## config.mk

```make
export PLATFORM = sky130hd
export DESIGN_NAME = ram_port_arbiter
export DESIGN_NICKNAME = d
export VERILOG_FILES = /design/src/rtl/ram_arb_pkg.sv /design/src/rtl/rr_arb2.sv /design/src/rtl/ram_port_arbiter.sv
export SDC_FILE = /design/constraint.sdc
export NUM_CORES = 1
export LEC_CHECK = 0
export CAP_MARGIN = 10
export CORE_ASPECT_RATIO = 1.5
export CORE_MARGIN = 2
export CORE_UTILIZATION = 44
export CTS_BUF_LIST = sky130_fd_sc_hd__clkbuf_4
export DETAILED_ROUTE_END_ITERATION = 8
export PLACE_DENSITY_LB_ADDON = 0.15
export REMOVE_ABC_BUFFERS = 1
export SLEW_MARGIN = 10
export SYNTH_ARGS = -nofsm -noshare
export SYNTH_HDL_FRONTEND = slang
export SYNTH_SLANG_ARGS = --single-unit
```

## constraint.sdc

```tcl
create_clock -name clk -period 3.3 [get_ports clk]
set_input_delay 0.495 -clock clk [delete_from_list [all_inputs] [get_ports clk]]
set_output_delay 0.495 -clock clk [all_outputs]
set_load 0.01 [all_outputs]
```

## src/rtl/ram_arb_pkg.sv

```systemverilog
// -----------------------------------------------------------------------------
// ram_arb_pkg
// Shared constants for the RAM port arbiter slice:
//   - default RAM address/data widths
//   - FSM state encodings (RUN / DRAIN / HALT)
//   - grant encoding used by the round-robin last_grant register
// No ports; imported by rr_arb2 and ram_port_arbiter.
// -----------------------------------------------------------------------------
package ram_arb_pkg;

    localparam int unsigned ADDR_W_DEF = 8;
    localparam int unsigned DATA_W_DEF = 8;

    localparam logic [1:0] RUN   = 2'd0;
    localparam logic [1:0] DRAIN = 2'd1;
    localparam logic [1:0] HALT  = 2'd2;

    localparam logic GNT_WR = 1'b0;
    localparam logic GNT_RD = 1'b1;

endpackage

```

## src/rtl/rr_arb2.sv

```systemverilog
// -----------------------------------------------------------------------------
// rr_arb2
// Two-requester round-robin arbiter. Requester 0 is the write side, requester
// 1 the read side. When both request, the one that did not win last time is
// granted. The last_grant register only moves when a grant is actually taken.
// Ports:
//   clk        in   clock
//   kill_n     in   asynchronous active-low reset (last_grant -> GNT_RD)
//   req_i      in   [1:0] request vector {rd, wr}
//   enable_i   in   1 = grants allowed this cycle
//   accept_i   in   1 = the current grant is taken this cycle
//   gnt_o      out  [1:0] one-hot (or zero) combinational grant {rd, wr}
// -----------------------------------------------------------------------------
module rr_arb2
    import ram_arb_pkg::*;
(
    input  logic       clk,
    input  logic       kill_n,
    input  logic [1:0] req_i,
    input  logic       enable_i,
    input  logic       accept_i,
    output logic [1:0] gnt_o
);

    logic [1:0] gnt_s;
    logic       last_grant_q;
    logic       last_grant_d;

    // Grant selection: single requester wins outright, a tie goes to the side
    // that was not granted last.
    always_comb begin
        gnt_s = 2'b00;
        if (enable_i) begin
            case (req_i)
                2'b01:   gnt_s = 2'b01;
                2'b10:   gnt_s = 2'b10;
                2'b11:   gnt_s = (last_grant_q == GNT_RD) ? 2'b01 : 2'b10;
                default: gnt_s = 2'b00;
            endcase
        end else begin
            gnt_s = 2'b00;
        end
    end

    // Next value of the round-robin pointer, moved only by a taken grant.
    always_comb begin
        last_grant_d = last_grant_q;
        if (accept_i) begin
            last_grant_d = gnt_s[1] ? GNT_RD : GNT_WR;
        end else begin
            last_grant_d = last_grant_q;
        end
    end

    // Round-robin pointer register; reset to RD so the write side wins the
    // first tie.
    always_ff @(posedge clk or negedge kill_n) begin
        if (!kill_n) begin
            last_grant_q <= GNT_RD;
        end else begin
            last_grant_q <= last_grant_d;
        end
    end

    assign gnt_o = gnt_s;

endmodule

```

## src/rtl/ram_port_arbiter.sv

```systemverilog
// -----------------------------------------------------------------------------
// ram_port_arbiter
// Shares one single-port RAM between a write requester and a read requester.
// One access per clock, round-robin arbitration, registered RAM command
// outputs, and read data returned RD_LATENCY+2 cycles after acceptance with a
// one-cycle rd_valid strobe. The hold input stops new grants, lets in-flight
// reads drain, and then parks the block in HALT until hold drops.
//
// Optional feature: define RAM_ARB_STATS_EN to add 16-bit wrapping counters
// of accepted writes (wr_count) and reads (rd_count).
//
// Ports:
//   clk          in   system clock, posedge
//   kill_n       in   asynchronous active-low reset
//   hold         in   1 = stop granting, drain in-flight reads
//   wr_req       in   write request
//   wr_addr      in   [ADDR_W] write address
//   wr_data      in   [DATA_W] write data
//   wr_ready     out  combinational write grant
//   rd_req       in   read request
//   rd_addr      in   [ADDR_W] read address
//   rd_ready     out  combinational read grant
//   rd_valid     out  one-cycle pulse, rd_data valid
//   rd_data      out  [DATA_W] registered read result
//   halted       out  1 = HALT state, nothing in flight
//   ram_address  out  [ADDR_W] registered RAM address
//   ram_data     out  [DATA_W] registered RAM write data
//   ram_wren     out  registered RAM write enable
//   ram_rden     out  registered RAM read enable
//   ram_q        in   [DATA_W] RAM read data
//   wr_count     out  [16] accepted writes (RAM_ARB_STATS_EN only)
//   rd_count     out  [16] accepted reads  (RAM_ARB_STATS_EN only)
// -----------------------------------------------------------------------------
module ram_port_arbiter
    import ram_arb_pkg::*;
#(
    parameter int ADDR_W     = ADDR_W_DEF,
    parameter int DATA_W     = DATA_W_DEF,
    parameter int RD_LATENCY = 2
) (
    input  logic              clk,
    input  logic              kill_n,
    input  logic              hold,
    input  logic              wr_req,
    input  logic [ADDR_W-1:0] wr_addr,
    input  logic [DATA_W-1:0] wr_data,
    output logic              wr_ready,
    input  logic              rd_req,
    input  logic [ADDR_W-1:0] rd_addr,
    output logic              rd_ready,
    output logic              rd_valid,
    output logic [DATA_W-1:0] rd_data,
    output logic              halted,
    output logic [ADDR_W-1:0] ram_address,
    output logic [DATA_W-1:0] ram_data,
    output logic              ram_wren,
    output logic              ram_rden,
    input  logic [DATA_W-1:0] ram_q
`ifdef RAM_ARB_STATS_EN
    ,
    output logic [15:0]       wr_count,
    output logic [15:0]       rd_count
`endif
);

    logic [1:0]            state_q;
    logic [1:0]            state_d;
    logic                  enable_s;
    logic [1:0]            gnt_s;
    logic                  accept_s;
    logic                  pipe_busy_s;

    logic [ADDR_W-1:0]     ram_address_q;
    logic [ADDR_W-1:0]     ram_address_d;
    logic [DATA_W-1:0]     ram_data_q;
    logic [DATA_W-1:0]     ram_data_d;
    logic                  ram_wren_q;
    logic                  ram_rden_q;

    logic [RD_LATENCY-1:0] tag_q;
    logic [RD_LATENCY-1:0] tag_d;
    logic                  rd_valid_q;
    logic [DATA_W-1:0]     rd_data_q;
    logic [DATA_W-1:0]     rd_data_d;
    logic                  halted_q;

    // Grants only in RUN with hold low. kill_n is folded in so the
    // combinational readies are also 0 while reset is asserted.
    assign enable_s = kill_n & (state_q == RUN) & ~hold;

    rr_arb2 u_rr_arb2 (
        .clk      (clk),
        .kill_n   (kill_n),
        .req_i    ({rd_req, wr_req}),
        .enable_i (enable_s),
        .accept_i (accept_s),
        .gnt_o    (gnt_s)
    );

    // A grant is only issued to an active requester, so any grant is a
    // completed handshake.
    assign accept_s = |gnt_s;
    assign wr_ready = gnt_s[0];
    assign rd_ready = gnt_s[1];

    // Reads still travelling: the rden being presented to the RAM now plus
    // every tag in the latency pipeline.
    assign pipe_busy_s = ram_rden_q | (|tag_q);

    // FSM next state: RUN -> DRAIN on hold, DRAIN -> HALT once empty,
    // back to RUN whenever hold drops.
    always_comb begin
        state_d = state_q;
        case (state_q)
            RUN: begin
                if (hold) begin
                    state_d = DRAIN;
                end else begin
                    state_d = RUN;
                end
            end
            DRAIN: begin
                if (!hold) begin
                    state_d = RUN;
                end else if (!pipe_busy_s) begin
                    state_d = HALT;
                end else begin
                    state_d = DRAIN;
                end
            end
            HALT: begin
                if (hold) begin
                    state_d = HALT;
                end else begin
                    state_d = RUN;
                end
            end
            default: state_d = RUN;
        endcase
    end

    // Command-stage next values: address follows the winner, write data only
    // changes on a write; both hold when nothing is granted.
    always_comb begin
        ram_address_d = ram_address_q;
        ram_data_d    = ram_data_q;
        if (gnt_s[0]) begin
            ram_address_d = wr_addr;
            ram_data_d    = wr_data;
        end else if (gnt_s[1]) begin
            ram_address_d = rd_addr;
            ram_data_d    = ram_data_q;
        end else begin
            ram_address_d = ram_address_q;
            ram_data_d    = ram_data_q;
        end
    end

    // Read tag shift register; stage 0 is loaded from the rden being driven
    // to the RAM this cycle.
    always_comb begin
        tag_d    = {RD_LATENCY{1'b0}};
        tag_d[0] = ram_rden_q;
        for (int i = 1; i < RD_LATENCY; i++) begin
            tag_d[i] = tag_q[i-1];
        end
    end

    // Capture ram_q when the oldest tag leaves the pipeline.
    always_comb begin
        rd_data_d = rd_data_q;
        if (tag_q[RD_LATENCY-1]) begin
            rd_data_d = ram_q;
        end else begin
            rd_data_d = rd_data_q;
        end
    end

    // FSM state and halted flag registers.
    always_ff @(posedge clk or negedge kill_n) begin
        if (!kill_n) begin
            state_q  <= RUN;
            halted_q <= 1'b0;
        end else begin
            state_q  <= state_d;
            halted_q <= (state_d == HALT);
        end
    end

    // Registered RAM command stage; enables are single-cycle because the
    // grant vector is one-hot and recomputed every cycle.
    always_ff @(posedge clk or negedge kill_n) begin
        if (!kill_n) begin
            ram_address_q <= {ADDR_W{1'b0}};
            ram_data_q    <= {DATA_W{1'b0}};
            ram_wren_q    <= 1'b0;
            ram_rden_q    <= 1'b0;
        end else begin
            ram_address_q <= ram_address_d;
            ram_data_q    <= ram_data_d;
            ram_wren_q    <= gnt_s[0];
            ram_rden_q    <= gnt_s[1];
        end
    end

    // Read tag pipeline and read-return registers; reset discards every
    // in-flight read.
    always_ff @(posedge clk or negedge kill_n) begin
        if (!kill_n) begin
            tag_q      <= {RD_LATENCY{1'b0}};
            rd_valid_q <= 1'b0;
            rd_data_q  <= {DATA_W{1'b0}};
        end else begin
            tag_q      <= tag_d;
            rd_valid_q <= tag_q[RD_LATENCY-1];
            rd_data_q  <= rd_data_d;
        end
    end

    assign ram_address = ram_address_q;
    assign ram_data    = ram_data_q;
    assign ram_wren    = ram_wren_q;
    assign ram_rden    = ram_rden_q;
    assign rd_valid    = rd_valid_q;
    assign rd_data     = rd_data_q;
    assign halted      = halted_q;

`ifdef RAM_ARB_STATS_EN
    logic [15:0] wr_cnt_q;
    logic [15:0] wr_cnt_d;
    logic [15:0] rd_cnt_q;
    logic [15:0] rd_cnt_d;

    // Accepted-transfer counters; natural 16-bit wrap from FFFF to 0.
    always_comb begin
        wr_cnt_d = wr_cnt_q;
        rd_cnt_d = rd_cnt_q;
        if (gnt_s[0]) begin
            wr_cnt_d = wr_cnt_q + 16'd1;
        end else begin
            wr_cnt_d = wr_cnt_q;
        end
        if (gnt_s[1]) begin
            rd_cnt_d = rd_cnt_q + 16'd1;
        end else begin
            rd_cnt_d = rd_cnt_q;
        end
    end

    // Counter registers.
    always_ff @(posedge clk or negedge kill_n) begin
        if (!kill_n) begin
            wr_cnt_q <= 16'd0;
            rd_cnt_q <= 16'd0;
        end else begin
            wr_cnt_q <= wr_cnt_d;
            rd_cnt_q <= rd_cnt_d;
        end
    end

    assign wr_count = wr_cnt_q;
    assign rd_count = rd_cnt_q;
`endif

endmodule

```

==> results by group <==
Run status
  – Status: completed

Global routing
  – Gr usage total: 18.9%
  – Largest net degree at the start of global routing: 34
  – Global-route wire length before repair: 4.92 mm
  – Initial antenna violation count: 0
  – Remaining Overflow, GRT: 0
  – Vias in the first global route: 1053

STA
  – Number of setup violations in the final report: 0
  – Final Hold Fails: 0
  – Worst setup skew after layout: 0.00999 ns
  – Setup TNS: 0 ns
  – Fin crit share: 88.6%
  – Measured slew at the worst slew-check pin: 0.604 ns
  – RSZ-0062 raised after global routing: false
  – Min Tclk post-route: 2.92 ns
  – Max-slew violations: 0
  – Fmax: 342 MHz
  – Rel. slew slack: 59.7%

Clock network
  – Skew-Pair Late Insertion Delay: 0.33 ns
  – Post-CTS Setup Bufs: 0
  – TritonCTS clock tree: done
  – CTS Hold Bufs: 0
  – Cts bufs inserted: 5
  – Post-CTS Resized: 0
  – Root buf cell: clkbuf_4
  – H-tree depth: 2
  – CTS Buffer Depth: 2
  – CTS sink cnt: 33
  – Clock Pin Slew Worst Setup and Hold Paths: 0.10 ns

Logic synthesis
  – Register area share after synthesis: 63.4%
  – Top cell type's share of synthesized area: 61.4%
  – Synth unique cells: 20
  – Count leader, synth: dfrtp_1
  – Post-synth top cells: dfrtp_1 (32), mux2_2 (16), a2bb2oi_1 (8), o32ai_1 (8)
  – Synth warnings: 0
  – Post-Synthesis Cells: 87
  – Number of synthesized flops with an enable pin: 0
  – Post-synth ARST share: 100%
  – Synth area leader: dfrtp_1
  – Post-Synthesis Cell Area: 1300 um^2
  – Main synth FF type: dfrtp_1
  – Top post-synthesis cells by area: dfrtp_1 (61%), mux2_2 (14%), a2bb2oi_1 (5.4%)
  – Seq cells post-synth: 33
  – Synth Area per Inst: 15.0 um^2

Setup path
  – CP Capture Type: output pin
  – Req. time, crit path: 2.80 ns
  – CP arrival: 2.43 ns
  – Kind of critical path: primary input to output pin
  – Startpoint types: primary input
  – Crit Path Max Fanout: 9

Power
  – Switching share of power: 27.4%
  – Clock power share: 18.6%
  – Power share of the sequential group: 41.5%
  – Switch Pwr: 429 uW
  – Pleak: 0.878 nW
  – Gate power share: 39.9%
  – Power Density: 749 nW/um^2
  – VDD IR max: 0.000583 V
  – Internal power: 1.14 mW

Layout
  – Area growth, synth to finish: 60.3%
  – Proportion of layout cells with a drive suffix above 1: 18.2%
  – N_diodes: 0
  – Filler instances: 195
  – Fin cells: 198
  – Finished Core Util: 73.2%
  – Layout net count: 195

Placed design
  – Buffers on Ports: 66
  – GPL Wtd Cong: 0.769
  – Post-detail-place hpwl: 2.22 mm
  – Placed cell count: 190

Detailed routing
  – Vias: 982
  – WL met1: 1.11 mm
  – Wire length on met2: 1.60 mm
  – Via/cell ratio: 4.96
  – Drt pass-1 iters: 3
  – Top Metal Used: met4
  – Number of DRC markers in iteration 0: 7
  – DRT antenna net count: 0
  – Met3 routed WL: 170 um
  – DR DRC count: 0
  – WL/cell: 14.7 um
  – Total wire length: 2.90 mm

Floorplan
  – I/O pin count: 67
  – Core ar.: 2850 um^2
  – Starting Density: 45.7%
  – Die area: 3420 um^2
  – FP Rows: 24
  – Die X: 48.4 um
  – Die H: 70.7 um

Job
  – MaxCap Viol Count: 0

Hold path
  – Hold crit path type: register to register
## flip-flops by register name, indices dropped and copies added, names as in the netlist
name	cells
u_rr_arb2.last_grant_q	1
ram_address	8
tag_q	2
ram_rden	1
state_q	2
ram_wren	1
ram_data	8
rd_data	8
rd_valid	1
halted	1
## final cells by class
type                            count  area [um^2]  share of cell area, %
Clock buffer                        6         45.0                   2.16
Clock inverter                      2         33.8                   1.62
Inverter                            3         11.3                  0.539
Multi-Input combinational cell     47          448                   21.4
Sequential cell                    33          827                   39.6
Tap cell                           39         48.8                   2.34
Timing Repair Buffer               68          676                   32.3
## final timing paths
kind / start / end / slack [ns] / cells after the start
max: rd_req / wr_ready / 0.38 / 5
min: tag_q[0]$_DFF_PN0_ / tag_q[1]$_DFF_PN0_ / 0.41 / 0
max reg2reg: u_rr_arb2.last_grant_q$_DFFE_PN1P_ / ram_data[6]$_DFFE_PN0P_ / 1.64 / 3
min reg2reg: tag_q[0]$_DFF_PN0_ / tag_q[1]$_DFF_PN0_ / 0.41 / 0
max in group asynchronous: kill_n / u_rr_arb2.last_grant_q$_DFFE_PN1P_ / 2.37 / 2
min in group asynchronous: kill_n / state_q[0]$_DFF_PN0_ / 0.61 / 2
## metal layers
metal	GRT usage [%]	vias up
li1	-	473
met1	20.8	465
met4	6.98	0
met3	6.12	2
met5	0	-
met2	34.0	42
## cells in the final DEF, fill, tap and decap left out
master	instances
a2bb2oi_1	8
nor4b_4	1
clkinv_1	1
o21a_1	1
nor3_1	1
inv_1	3
clkbuf_4	6
nand3b_4	1
dfrtp_1	32
o32ai_1	8
nor2b_1	3
nor2_1	1
mux2i_1	1
a21oi_1	2
mux2_2	16
a31oi_1	1
nand2b_1	1
buf_4	2
dfstp_2	1
nor4_1	1
a21bo_2	1
bufinv_16	1
clkdlybuf4s50_1	66
## kinds of logic after synthesis
kind of cell / after synthesis / synth area share (%)
compound gates: 21 / 13.3
buf+inv: 7 / 2.21
flops: 33 / 63.4
mux: 17 / 14.6
simple gates: 9 / 6.43
## power groups by stage
| stage | clock network [mW] | logic [mW] | registers, mW |
|---|---|---|---|
| after floorplan | 0 | 0.183 | 0.718 |
| after global placement | 0 | 0.619 | 0.649 |
| final | 0.292 | 0.624 | 0.650 |
| after CTS | 0.301 | 0.633 | 0.654 |
| after global routing | 0.318 | 0.665 | 0.674 |
| after detailed placement | 0 | 0.628 | 0.660 |
## worst max-delay path: stages
cell and delay, ns:
clkdlybuf4s50_1 0.52, nor2b_1 0.53, nand3b_4 0.33, inv_1 0.08, clkdlybuf4s50_1 0.48
## metrics by stage
stage	hold WS [ns]	total power [mW]	instance area, um^2	setup WS, ns
after floorplan	0.199	0.901	1290	1.44
after global placement	0.387	1.27	2010	0.487
after detailed placement	0.390	1.29	2010	0.428
after CTS	0.413	1.59	2090	0.393
after global routing	0.423	1.66	2090	0.277
final	0.414	1.57	2090	0.376
Power figures use the tool's default switching activity.
